`config.mk`:
```
export PLATFORM = sky130hd
export DESIGN_NAME = d8_alu_sched
export DESIGN_NICKNAME = d
export VERILOG_FILES = /design/src/rtl/d8_alu_sched.sv
export SDC_FILE = /design/constraint.sdc
export NUM_CORES = 1
export LEC_CHECK = 0
export CAP_MARGIN = 20
export CELL_PAD_IN_SITES_DETAIL_PLACEMENT = 1
export CELL_PAD_IN_SITES_GLOBAL_PLACEMENT = 1
export CORE_ASPECT_RATIO = 2
export CORE_MARGIN = 4
export CORE_UTILIZATION = 33
export DETAILED_ROUTE_END_ITERATION = 8
export GPL_TIMING_DRIVEN = 0
export PLACE_DENSITY_LB_ADDON = 0.1
export SYNTH_ARGS = -nofsm -noshare
export SYNTH_HDL_FRONTEND = slang
export SYNTH_SLANG_ARGS = --single-unit
```
`constraint.sdc`:
```
create_clock -name sys_clk -period 3.57 [get_ports sys_clk]
set_clock_uncertainty 0.05 [all_clocks]
set_input_delay 0.8925 -clock sys_clk [delete_from_list [all_inputs] [get_ports sys_clk]]
set_output_delay 0.8925 -clock sys_clk [all_outputs]
set_load 0.05 [all_outputs]
```
`src/rtl/d8_alu_sched.sv`:
```
// d8_alu_sched: shares the single d8 ALU between core issue (requester 0)
// and the debug/monitor port (requester 1). Round-robin grant in IDLE,
// ALU_LAT-cycle wait in EXEC, response held in RESP until taken.
// Optional grant counters are enabled by defining D8_ALU_SCHED_STATS_EN.
module d8_alu_sched #(
   parameter int ALU_LAT = 1
`ifdef D8_ALU_SCHED_STATS_EN
   , parameter int CNT_W = 16
`endif
) (
   input  logic             sys_clk,
   input  logic             sys_rst,
   input  logic             req0_valid,
   output logic             req0_ready,
   input  logic [7:0]       req0_op,
   input  logic [7:0]       req0_a,
   input  logic [7:0]       req0_b,
   input  logic             req1_valid,
   output logic             req1_ready,
   input  logic [7:0]       req1_op,
   input  logic [7:0]       req1_a,
   input  logic [7:0]       req1_b,
   output logic [7:0]       alu_op,
   output logic [7:0]       alu_a,
   output logic [7:0]       alu_b,
   input  logic [7:0]       alu_s,
   output logic             rsp_valid,
   input  logic             rsp_ready,
   output logic [7:0]       rsp_data,
   output logic             rsp_id,
   output logic             busy
`ifdef D8_ALU_SCHED_STATS_EN
   , output logic [CNT_W-1:0] grant_cnt0
   , output logic [CNT_W-1:0] grant_cnt1
`endif
);

   typedef enum logic [1:0] {IDLE, EXEC, RESP} state_t;

   localparam logic [3:0] LAT_M1 = 4'(ALU_LAT - 1);

   state_t     state;
   logic       rr_ptr;
   logic [3:0] cnt;
   logic       win;
   logic       accept;
   logic       sel_alu;
   logic [7:0] sel_op, sel_a, sel_b;

   // Grant: a lone requester wins; on contention rr_ptr picks the winner.
   // Ready is masked during reset so every output reads 0 while it is held.
   always_comb begin
      win     = (req0_valid && req1_valid) ? rr_ptr : req1_valid;
      accept  = (state == IDLE) && (req0_valid || req1_valid) && !sys_rst;
      sel_op  = win ? req1_op : req0_op;
      sel_a   = win ? req1_a  : req0_a;
      sel_b   = win ? req1_b  : req0_b;
      sel_alu = (sel_op != 8'h00) && (sel_op <= 8'h04);
   end

   assign req0_ready = accept && !win;
   assign req1_ready = accept && win;
   assign busy       = (state != IDLE);

   // Sequencer: accept -> (EXEC wait) -> RESP hold -> IDLE.
   always_ff @(posedge sys_clk or posedge sys_rst) begin
      if (sys_rst) begin
         state     <= IDLE;
         rr_ptr    <= 1'b0;
         cnt       <= 4'd0;
         alu_op    <= 8'h00;
         alu_a     <= 8'h00;
         alu_b     <= 8'h00;
         rsp_valid <= 1'b0;
         rsp_data  <= 8'h00;
         rsp_id    <= 1'b0;
      end else begin
         case (state)
            IDLE: if (accept) begin
               alu_op <= sel_op;
               alu_a  <= sel_a;
               alu_b  <= sel_b;
               rsp_id <= win;
               rr_ptr <= ~win;
               if (sel_alu) begin
                  state <= EXEC;
                  cnt   <= LAT_M1;
               end else begin
                  state     <= RESP;
                  rsp_data  <= sel_b;
                  rsp_valid <= 1'b1;
               end
            end
            EXEC: if (cnt == 4'd0) begin
               rsp_data  <= alu_s;
               rsp_valid <= 1'b1;
               state     <= RESP;
            end else begin
               cnt <= cnt - 4'd1;
            end
            RESP: if (rsp_ready) begin
               rsp_valid <= 1'b0;
               state     <= IDLE;
            end
            default: state <= IDLE;
         endcase
      end
   end

`ifdef D8_ALU_SCHED_STATS_EN
   // Per-requester grant counters, saturating at all-ones.
   always_ff @(posedge sys_clk or posedge sys_rst) begin
      if (sys_rst) begin
         grant_cnt0 <= '0;
         grant_cnt1 <= '0;
      end else begin
         if (req0_ready && grant_cnt0 != '1) grant_cnt0 <= grant_cnt0 + 1'b1;
         if (req1_ready && grant_cnt1 != '1) grant_cnt1 <= grant_cnt1 + 1'b1;
      end
   end
`endif

endmodule

```
==> impl_metrics.tcl, run 1 <==
set metrics [dict create \
    cts_buffers 5 \
    synth.avg_cell_area_um2 10.7 \
    synth_area_um2 2100 \
    path_class "input pin to primary output" \
    combPwrFrac_pct 59.1 \
    switching_share_pct 47.0 \
    die-area_um2 7790 \
    timing.rr.start "state[1]" \
    drc 0 \
    netlist.area_leader.share_pct 48.8 \
    rsz0062_at_grt "false" \
    num_rows 40 \
    clkTransAtPathRegs_ns 0.06 \
    final_max_slew_viol_count 0 \
    crit_start "sys_rst" \
    clock_sinks 41 \
    die_y_um 121 \
    die_w_um 64.5 \
    async_flop_share_pct 100 \
    clk-insertion-delay-late_ns 0.29 \
    synthFlopType "dfrtp_1" \
    yosysTopAreaCell "dfrtp_1" \
    cts_htree_levels 2 \
    drt_iter0_markers 30 \
    synth.distinct_cells 36 \
    seqPwrFrac_pct 26.0 \
    dp_slack_ns -0.656 \
    io_buffers 97 \
    slew_headroom_pct 40.9 \
    drive_gt1_share_pct 14.6 \
    grt_pass1_wl_um 10800 \
    fin_crit_sh_pct 95.4 \
    maxCapViolCount 0 \
    leakagePower_uw 0.00145 \
    syn_inst 196 \
    yosys_warnings 0 \
    cts_buffer_depth 2 \
    antenna_found_initial 0 \
    synthTopCellsByArea "dfrtp_1, mux2i_1, mux2_4, nand2_1, o21ai_0" \
    max-vdd-ir-drop_mv 0.437 \
    first_pass_iters 4 \
    r2r_slack_ns 1.46 \
    fill_cells 686 \
    grt_max_degree 42 \
    timing.final.ws_setup_ns 0.165 \
    p_per_area_nw_per_um2 961 \
    pwr-share-clk_pct 14.8 \
    start_util_pct 34.4 \
    worst_setup_path_start_kind "input pin" \
    cp-end-kind "primary output" \
    coreArea_um2 6110 \
    fin_area_um2 3350 \
    final_core_util_pct 54.9 \
    routabilityCongestion 0.765 \
    setup_viol 0 \
    tightest_slew_ns 0.886 \
    place_area_um2 3180 \
    path_max_fanout 10 \
    n_antenna_cell 0 \
    vias_per_cell 4.99 \
    hold_path.class "flop to flop" \
    root_buffer "clkbuf_16" \
    synth_edf_count 0 \
    rr_endpoint "rsp_data[4]" \
    finalHoldViolations 0 \
    gr-total-overflow 0 \
    grt_pass1_vias 2152 \
    fmax_mhz 294 \
    fin_nets 363 \
    cts_tree "yes" \
    ioPinCount 98 \
    track_usage_pct 18.5 \
    post_cts_buffers 0 \
    seq_area_frac_synth_pct 48.8 \
    routed_wl_um 6750 \
    worstSetupEndpoint "req0_ready" \
    vias 1923 \
    wl_per_cell_um 17.5 \
    run_status "finished, final reports clean" \
    arrival_ns 2.46 \
    dp_cells 377 \
    period_needed_ns 3.41 \
    synthToLayoutAreaGrowth_pct 59.3 \
    synth_nets 259 \
    ys_ff_latch 41 \
    rr_worst_depth 6 \
    cp.required_ns 2.63 \
    ant_nets 0 \
    dpl.hpwl_um 5300 \
    intPower_uw 1710 \
    final_cells 385 \
    switchingPower_uw 1510 \
]
-- cells in the mapped netlist, drive strengths merged, types with 5 or more instances --
master	number
a22oi	9
clkbuf	6
dfrtp	41
inv	6
mux2	14
mux2i	17
nand2	30
nand3	13
nor3	5
o21ai	24
-- cells by family (layout without fill, tap and decap cells) --
logic type               count (synthesis)  after routing  share of synthesized area (%)
AO/OA/AOI/OAI                           44             44                           13.8
adder cells (fa/ha/maj)                  2              2                           1.19
buffers and inverters                   16            121                           3.39
flip-flops                              41             41                           48.8
multiplexers                            31             31                           17.8
AND/OR/NAND/NOR                         62             62                           15.1
-- critical path, stage by stage --
cell             delay (ns)
clkdlybuf4s50_1        0.48
nor3_2                 0.25
o21ai_4                0.14
clkbuf_2               0.24
a21oi_1                0.16
buf_2                  0.29
-- stage by stage --
step	total power [uW]	hold WS, ns	TNS, ns
floorplan	2090	0.388	0
global placement	2720	0.411	-1.19
detailed placement	2760	0.419	-1.24
CTS	3260	0.433	0
global route	3400	0.456	0
finish	3220	0.429	0
-- per-layer routing --
metal,GRT usage [%],share of wire [%],vias up
li1,-,-,907
met1,17.2,34,930
met2,35.6,57,75
met3,5.38,6.8,11
met4,8.34,2.6,0
met5,0,0,-
-- flip-flops by register name, indices dropped and copies added (netlist names) --
| name | flops |
|---|---|
| rsp_id | 1 |
| state | 2 |
| rsp_valid | 1 |
| alu_a | 8 |
| cnt | 4 |
| alu_op | 8 |
| rsp_data | 8 |
| alu_b | 8 |
| rr_ptr | 1 |
-- final cells by class --
cell class | instances | area [um2] | share of cell area (%)
sequential | 41 | 1030 | 30.6
tap | 84 | 105 | 3.14
buffer | 10 | 53.8 | 1.61
timing repair buffer | 97 | 963 | 28.8
clock inverter | 1 | 5.00 | 0.149
clock buffer | 7 | 153 | 4.56
multi-input combinational | 139 | 1020 | 30.5
inverter | 6 | 22.5 | 0.672
-- what timing repair did --
action	4_1_cts	5_1_grt
hold endpoints to repair	0	0
hold buffers	0	0
resized for setup	11	7
setup endpoints to repair	2	2
-- how the worst min path moves through the flow --
stage | start | endpoint | slack (ns) | cells past startpoint
final | rsp_valid | rsp_valid | 0.43 | 1
after global routing | rsp_valid | rsp_valid | 0.46 | 1
after CTS | rsp_valid | rsp_valid | 0.43 | 1
after detailed placement | rsp_id | rsp_id | 0.42 | 1
after global placement | rsp_valid | rsp_valid | 0.41 | 1
after floorplan | cnt[3] | cnt[3] | 0.39 | 1
-- cell usage in the layout, fill, tap and decap left out, types with 2 or more instances in the layout --
master / Yosys / routed
a21o_1: 2 / 2
a22oi_1: 9 / 9
a31o_2: 3 / 3
buf_2: 3 / 5
clkbuf_1: 6 / 4
clkbuf_16: 0 / 5
clkbuf_8: 0 / 2
clkdlybuf4s50_1: 0 / 94
dfrtp_1: 41 / 41
ha_1: 2 / 2
inv_1: 6 / 5
mux2_2: 6 / 6
mux2_4: 8 / 8
mux2i_1: 15 / 15
nand2_1: 29 / 29
nand2b_1: 2 / 2
nand3_1: 12 / 12
nor2_1: 3 / 3
nor3_1: 4 / 3
nor3_2: 1 / 2
nor4_1: 2 / 2
o21ai_0: 17 / 17
o21ai_1: 7 / 6
or3_1: 3 / 3
-- power groups by stage --
stage | logic, uW | clock network [uW] | registers (uW)
6_report | 1900 | 478 | 838
5_1_grt | 2010 | 513 | 874
4_1_cts | 1920 | 494 | 842
3_5_place_dp | 1920 | 0 | 846
3_3_place_gp | 1890 | 0 | 833
2_1_floorplan | 599 | 0 | 1490
No activity file was read; power rests on OpenSTA's default activity.
==> run 2: changes to the inputs <==
--- a/config.mk
+++ b/config.mk
@@ -7,10 +7,11 @@
 export LEC_CHECK = 0
 export CAP_MARGIN = 20
 export CELL_PAD_IN_SITES_DETAIL_PLACEMENT = 1
-export CELL_PAD_IN_SITES_GLOBAL_PLACEMENT = 1
+export CELL_PAD_IN_SITES_GLOBAL_PLACEMENT = 2
 export CORE_ASPECT_RATIO = 2
 export CORE_MARGIN = 4
-export CORE_UTILIZATION = 33
+export CORE_UTILIZATION = 26
+export CTS_CLUSTER_DIAMETER = 60
 export DETAILED_ROUTE_END_ITERATION = 8
 export GPL_TIMING_DRIVEN = 0
 export PLACE_DENSITY_LB_ADDON = 0.1
==> run 2 against run 1 <==
Against the previous run:
- total power fell by 0.74%
- cell count is 3.1% higher
- via count rose by 0.88%
- final area rose by 0.34%
- critical path type unchanged
- largest cell class is now buffers
==> impl_metrics.tcl, run 2 (synthesis gave the netlist of run 1 again) <==
set metrics [dict create \
    run_status "finished, final reports clean" \
    timing.final.ws_setup_ns 0.0775 \
    cts_tree "yes" \
    multi_input_area_um2 1010 \
    gr-total-overflow 0 \
    arrival_ns 2.55 \
    cts_buffer_depth 2 \
    synthToLayoutAreaGrowth_pct 59.8 \
    cp.required_ns 2.63 \
    grt_pass1_vias 2243 \
    routabilityCongestion 0.702 \
    dpl.hpwl_um 5790 \
    leakagePower_uw 0.00143 \
    die_y_um 135 \
    coreArea_um2 7890 \
    die-area_um2 9680 \
    fill_cells 898 \
    fin_crit_sh_pct 97.8 \
    drive_gt1_share_pct 14.0 \
    path_class "input pin to primary output" \
    fmax_mhz 286 \
    finalHoldViolations 0 \
    io_buffers 97 \
    root_buffer "clkbuf_16" \
    track_usage_pct 16.0 \
    most-common-layout-cells "clkdlybuf4s50_1, dfrtp_1, nand2_1" \
    n_antenna_cell 0 \
    hold_path.class "flop to flop" \
    p_per_area_nw_per_um2 950 \
    seq_area_um2 1030 \
    clock_sinks 41 \
    cts_htree_levels 2 \
    start_util_pct 26.7 \
    slew_headroom_pct 62.8 \
    vias_per_cell 4.89 \
    tightest_slew_ns 0.557 \
    ant_nets 0 \
    die_w_um 71.6 \
    drc 0 \
    cts_buffers 5 \
    setup_viol 0 \
    cp-end-kind "primary output" \
    num_rows 46 \
    dp_slack_ns -0.662 \
    vias 1940 \
    grt_max_degree 26 \
    drt_iter0_markers 67 \
    fin_nets 364 \
    final_max_slew_viol_count 0 \
    grt_pass1_wl_um 11700 \
    wl_per_cell_um 18.3 \
    path_max_fanout 10 \
    ioPinCount 98 \
    period_needed_ns 3.49 \
    rsz0062_at_grt "true" \
    antenna_found_initial 0 \
    postCtsHoldBufs 0 \
    final_common_cell "clkdlybuf4s50_1" \
    first_pass_iters 4 \
    finalPower_uw 3190 \
    clk-insertion-delay-late_ns 0.29 \
    max-vdd-ir-drop_mv 0.411 \
    routed_wl_um 7280 \
    worst_setup_path_start_kind "input pin" \
    clkTransAtPathRegs_ns 0.06 \
    maxCapViolCount 0 \
]
-- run 2: cell types whose count changed in the layout (fill, tap and decap cells not counted), sizes merged --
cell	before	now
clkdlybuf4s15	0	1
clkdlybuf4s50	94	95
clkinv	1	0
dlymetal6s2s	1	0
-- run 2: routing by layer --
layer  up-vias  part of all wire [%]  track usage, %
li1        907                     -               -
met1       954                    34            14.8
met2        72                    58            32.1
met3         7                   6.8            3.86
met4         0                   1.6            5.65
met5         -                     0               0
-- run 2: cell type report --
class,count,area share [%]
Multi-Input combinational cell,139,30.0
Inverter,6,0.670
Sequential cell,41,30.5
Tap cell,96,3.57
Timing Repair Buffer,98,29.4
Buffer,10,1.60
Clock buffer,7,4.24
-- run 2: what timing repair did --
action,in CTS,in global routing
setup endpoints to repair,2,2
setup buffers,0,0
pin swaps,0,0
endpoints found under the hold margin,0,0
gates resized for setup,11,2
-- run 2: worst max-delay path, cell delays in order --
cell	delay [ns]
clkdlybuf4s50_1	0.57
o21ai_2	0.35
clkbuf_2	0.31
a21oi_1	0.07
clkdlybuf4s15_2	0.36
-- run 2: metrics by stage --
step / TNS, ns / area [um2] / util [%] / hold slack, ns / cells
3_5_place_dp: -1.25 / 3210 / 40.8 / 0.419 / 390
6_report: 0 / 3360 / 42.6 / 0.420 / 397
4_1_cts: 0 / 3360 / 42.6 / 0.423 / 397
5_1_grt: -0.0388 / 3360 / 42.6 / 0.446 / 397
3_3_place_gp: -1.26 / 3190 / 40.5 / 0.399 / 389
2_1_floorplan: 0 / 2100 / - / 0.388 / 196
-- run 2: path summary, 6_finish.rpt --
path	cells past startpoint	to	startpoint	slack, ns
worst min register to register	1	cnt[3]	cnt[3]	0.42
worst min-delay path	1	cnt[3]	cnt[3]	0.42
max in group asynchronous	3	alu_b[7]	sys_rst	2.06
worst max register to register	6	rsp_data[0]	state[1]	1.49
min in group asynchronous	2	alu_a[6]	sys_rst	0.94
worst max-delay path	5	req0_ready	req1_valid	0.08
-- run 2: power breakdown --
group	leakage, uW	total [uW]	internal [uW]	switching [uW]
sequential	0.000493	841	696	145
clock	0.0000700	452	275	178
combinational	0.000870	1900	716	1190
total	0.00143	3190	1690	1510
==> run 3: changes to the inputs <==
--- a/config.mk
+++ b/config.mk
@@ -15,6 +15,7 @@
 export DETAILED_ROUTE_END_ITERATION = 8
 export GPL_TIMING_DRIVEN = 0
 export PLACE_DENSITY_LB_ADDON = 0.1
+export SETUP_SLACK_MARGIN = 0.2
 export SYNTH_ARGS = -nofsm -noshare
 export SYNTH_HDL_FRONTEND = slang
 export SYNTH_SLANG_ARGS = --single-unit
==> run 3 against run 2 <==
Against the previous run:
- non-clock buffer count is the same
- worst hold slack hardly changed
- core utilization up 0.21 points
- sequential power about the same
- register-to-register slack about the same
- global-route usage down 0.11 points
- first-iteration DRC count fell by 12%
- clock power about the same
- setup slack gained 0.24 ns
- critical path type unchanged
- largest power group unchanged
- highest routed layer unchanged
==> impl_metrics.tcl, run 3 (synthesis gave the netlist of run 1 again) <==
set metrics [dict create \
    antenna_found_initial 0 \
    seqPwrFrac_pct 26.3 \
    post_cts_buffers 0 \
    coreArea_um2 7890 \
    crit_top_cell "buf_4" \
    vias_per_cell 4.88 \
    intPower_uw 1690 \
    path_max_fanout 10 \
    max_stage_delay_ns 0.51 \
    final_max_slew_viol_count 0 \
    ioPinCount 98 \
    place_area_um2 3210 \
    switching_share_pct 47.2 \
    gr-total-overflow 0 \
    grt_pass1_wl_um 11700 \
    path_cells "clkdlybuf4s50_1 > nand2b_4 > nand2_8 > nor3_2 > buf_4 > buf_4" \
    die_w_um 71.6 \
    clock_sinks 41 \
    critical-path-top-delay-family "buffers and inverters" \
    die_y_um 135 \
    finalHoldViolations 0 \
    hold_path.class "flop to flop" \
    period_needed_ns 3.26 \
    first_pass_iters 4 \
    max-vdd-ir-drop_mv 0.419 \
    n_antenna_cell 0 \
    pwr-share-clk_pct 14.1 \
    rsz0062_at_grt "false" \
    root_buffer "clkbuf_16" \
    fin_crit_sh_pct 91.2 \
    path_class "input pin to primary output" \
    grt_pass1_vias 2220 \
    tightest_slew_ns 0.557 \
    fmax_mhz 307 \
    cts_buffers 5 \
    grt_max_degree 26 \
    clkTransAtPathRegs_ns 0.06 \
    vias 1936 \
    maxCapViolCount 0 \
    routed_wl_um 7280 \
    fin_area_um2 3380 \
    routabilityCongestion 0.702 \
    drc 0 \
    switchingPower_uw 1510 \
    most-common-layout-cells "clkdlybuf4s50_1, dfrtp_1, nand2_1" \
    fill_cells 896 \
    clk-insertion-delay-late_ns 0.29 \
    cts_buffer_depth 2 \
    run_status "finished, final reports clean" \
    postCtsHoldBufs 0 \
    slew_headroom_pct 62.8 \
    leakagePower_uw 0.00144 \
    cp.required_ns 2.63 \
    crit_slowest_cell "clkdlybuf4s50_1" \
    io_buffers 97 \
    synthToLayoutAreaGrowth_pct 60.6 \
    final_core_util_pct 42.8 \
    setup_viol 0 \
    num_rows 46 \
    dpl.hpwl_um 5790 \
    path_buf_inv 3 \
    p_per_area_nw_per_um2 949 \
    drt_iter0_markers 59 \
    final_common_cell "clkdlybuf4s50_1" \
    cts_htree_levels 2 \
    final_cells 397 \
    arrival_ns 2.31 \
    dp_cells 390 \
    ant_nets 0 \
    track_usage_pct 15.9 \
    worst_setup_path_start_kind "input pin" \
    fin_nets 364 \
    combPwrFrac_pct 59.6 \
    start_util_pct 26.7 \
    die-area_um2 9680 \
    wl_per_cell_um 18.3 \
    drive_gt1_share_pct 14.3 \
    cp-end-kind "primary output" \
    cts_tree "yes" \
]
[run 3: cell count changes in the layout (fill, tap and decap cells not counted), sizes merged]
cell           previous run  this run
buf                       6         9
clkbuf                   13        11
clkdlybuf4s15             1         0
clkdlybuf4s50            95        94
dlygate4sd2               0         1
[run 3: area by class of cell]
class,count,area [um2],area share [%]
plain buffers,10,53.8,1.59
repair buffers,98,985,29.1
flip-flops and latches,41,1030,30.4
well taps,96,120,3.56
inverters,6,22.5,0.667
multi-input cells,139,1030,30.4
clock buffers,7,143,4.22
[run 3: worst paths after layout]
kind	from	endpoint	slack (ns)	cells after the start
worst max-delay path	req0_valid	req1_ready	0.31	6
worst min-delay path	cnt[3]	cnt[3]	0.42	1
max in group asynchronous	sys_rst	alu_b[7]	2.01	3
worst min register to register	cnt[3]	cnt[3]	0.42	1
min in group asynchronous	sys_rst	alu_a[6]	0.99	2
worst max register to register	state[1]	rsp_data[0]	1.48	6
[run 3: through the flow]
step / power (uW) / setup TNS, ns / hold slack [ns] / setup WS, ns
final: 3210 / 0 / 0.420 / 0.313
after global routing: 3390 / 0 / 0.446 / 0.201
after CTS: 3260 / 0 / 0.423 / 0.182
after detailed placement: 2780 / -1.25 / 0.419 / -0.662
after global placement: 2750 / -1.26 / 0.399 / -0.694
after floorplan: 2090 / 0 / 0.388 / 0.482
[run 3: per-layer routing]
layer / GRT usage [%] / vias up / wire length [um]
met5: 0 / - / 0
met1: 15.2 / 950 / 2480
met4: 5.65 / 0 / 119
li1: - / 907 / -
met2: 31.5 / 72 / 4190
met3: 3.79 / 7 / 482
[run 3: power groups by stage]
stage               Sequential, uW  Clock [uW]  Combinational [uW]
finish                         843         453                1910
CTS                            845         472                1940
floorplan                     1490           0                 599
global placement               840           0                1910
global route                   880         485                2030
detailed placement             849           0                1930
[run 3: repair_timing]
item	4_1_cts	5_1_grt
setup endpoints to repair	2	2
pin swaps	0	0
resized for setup	18	4
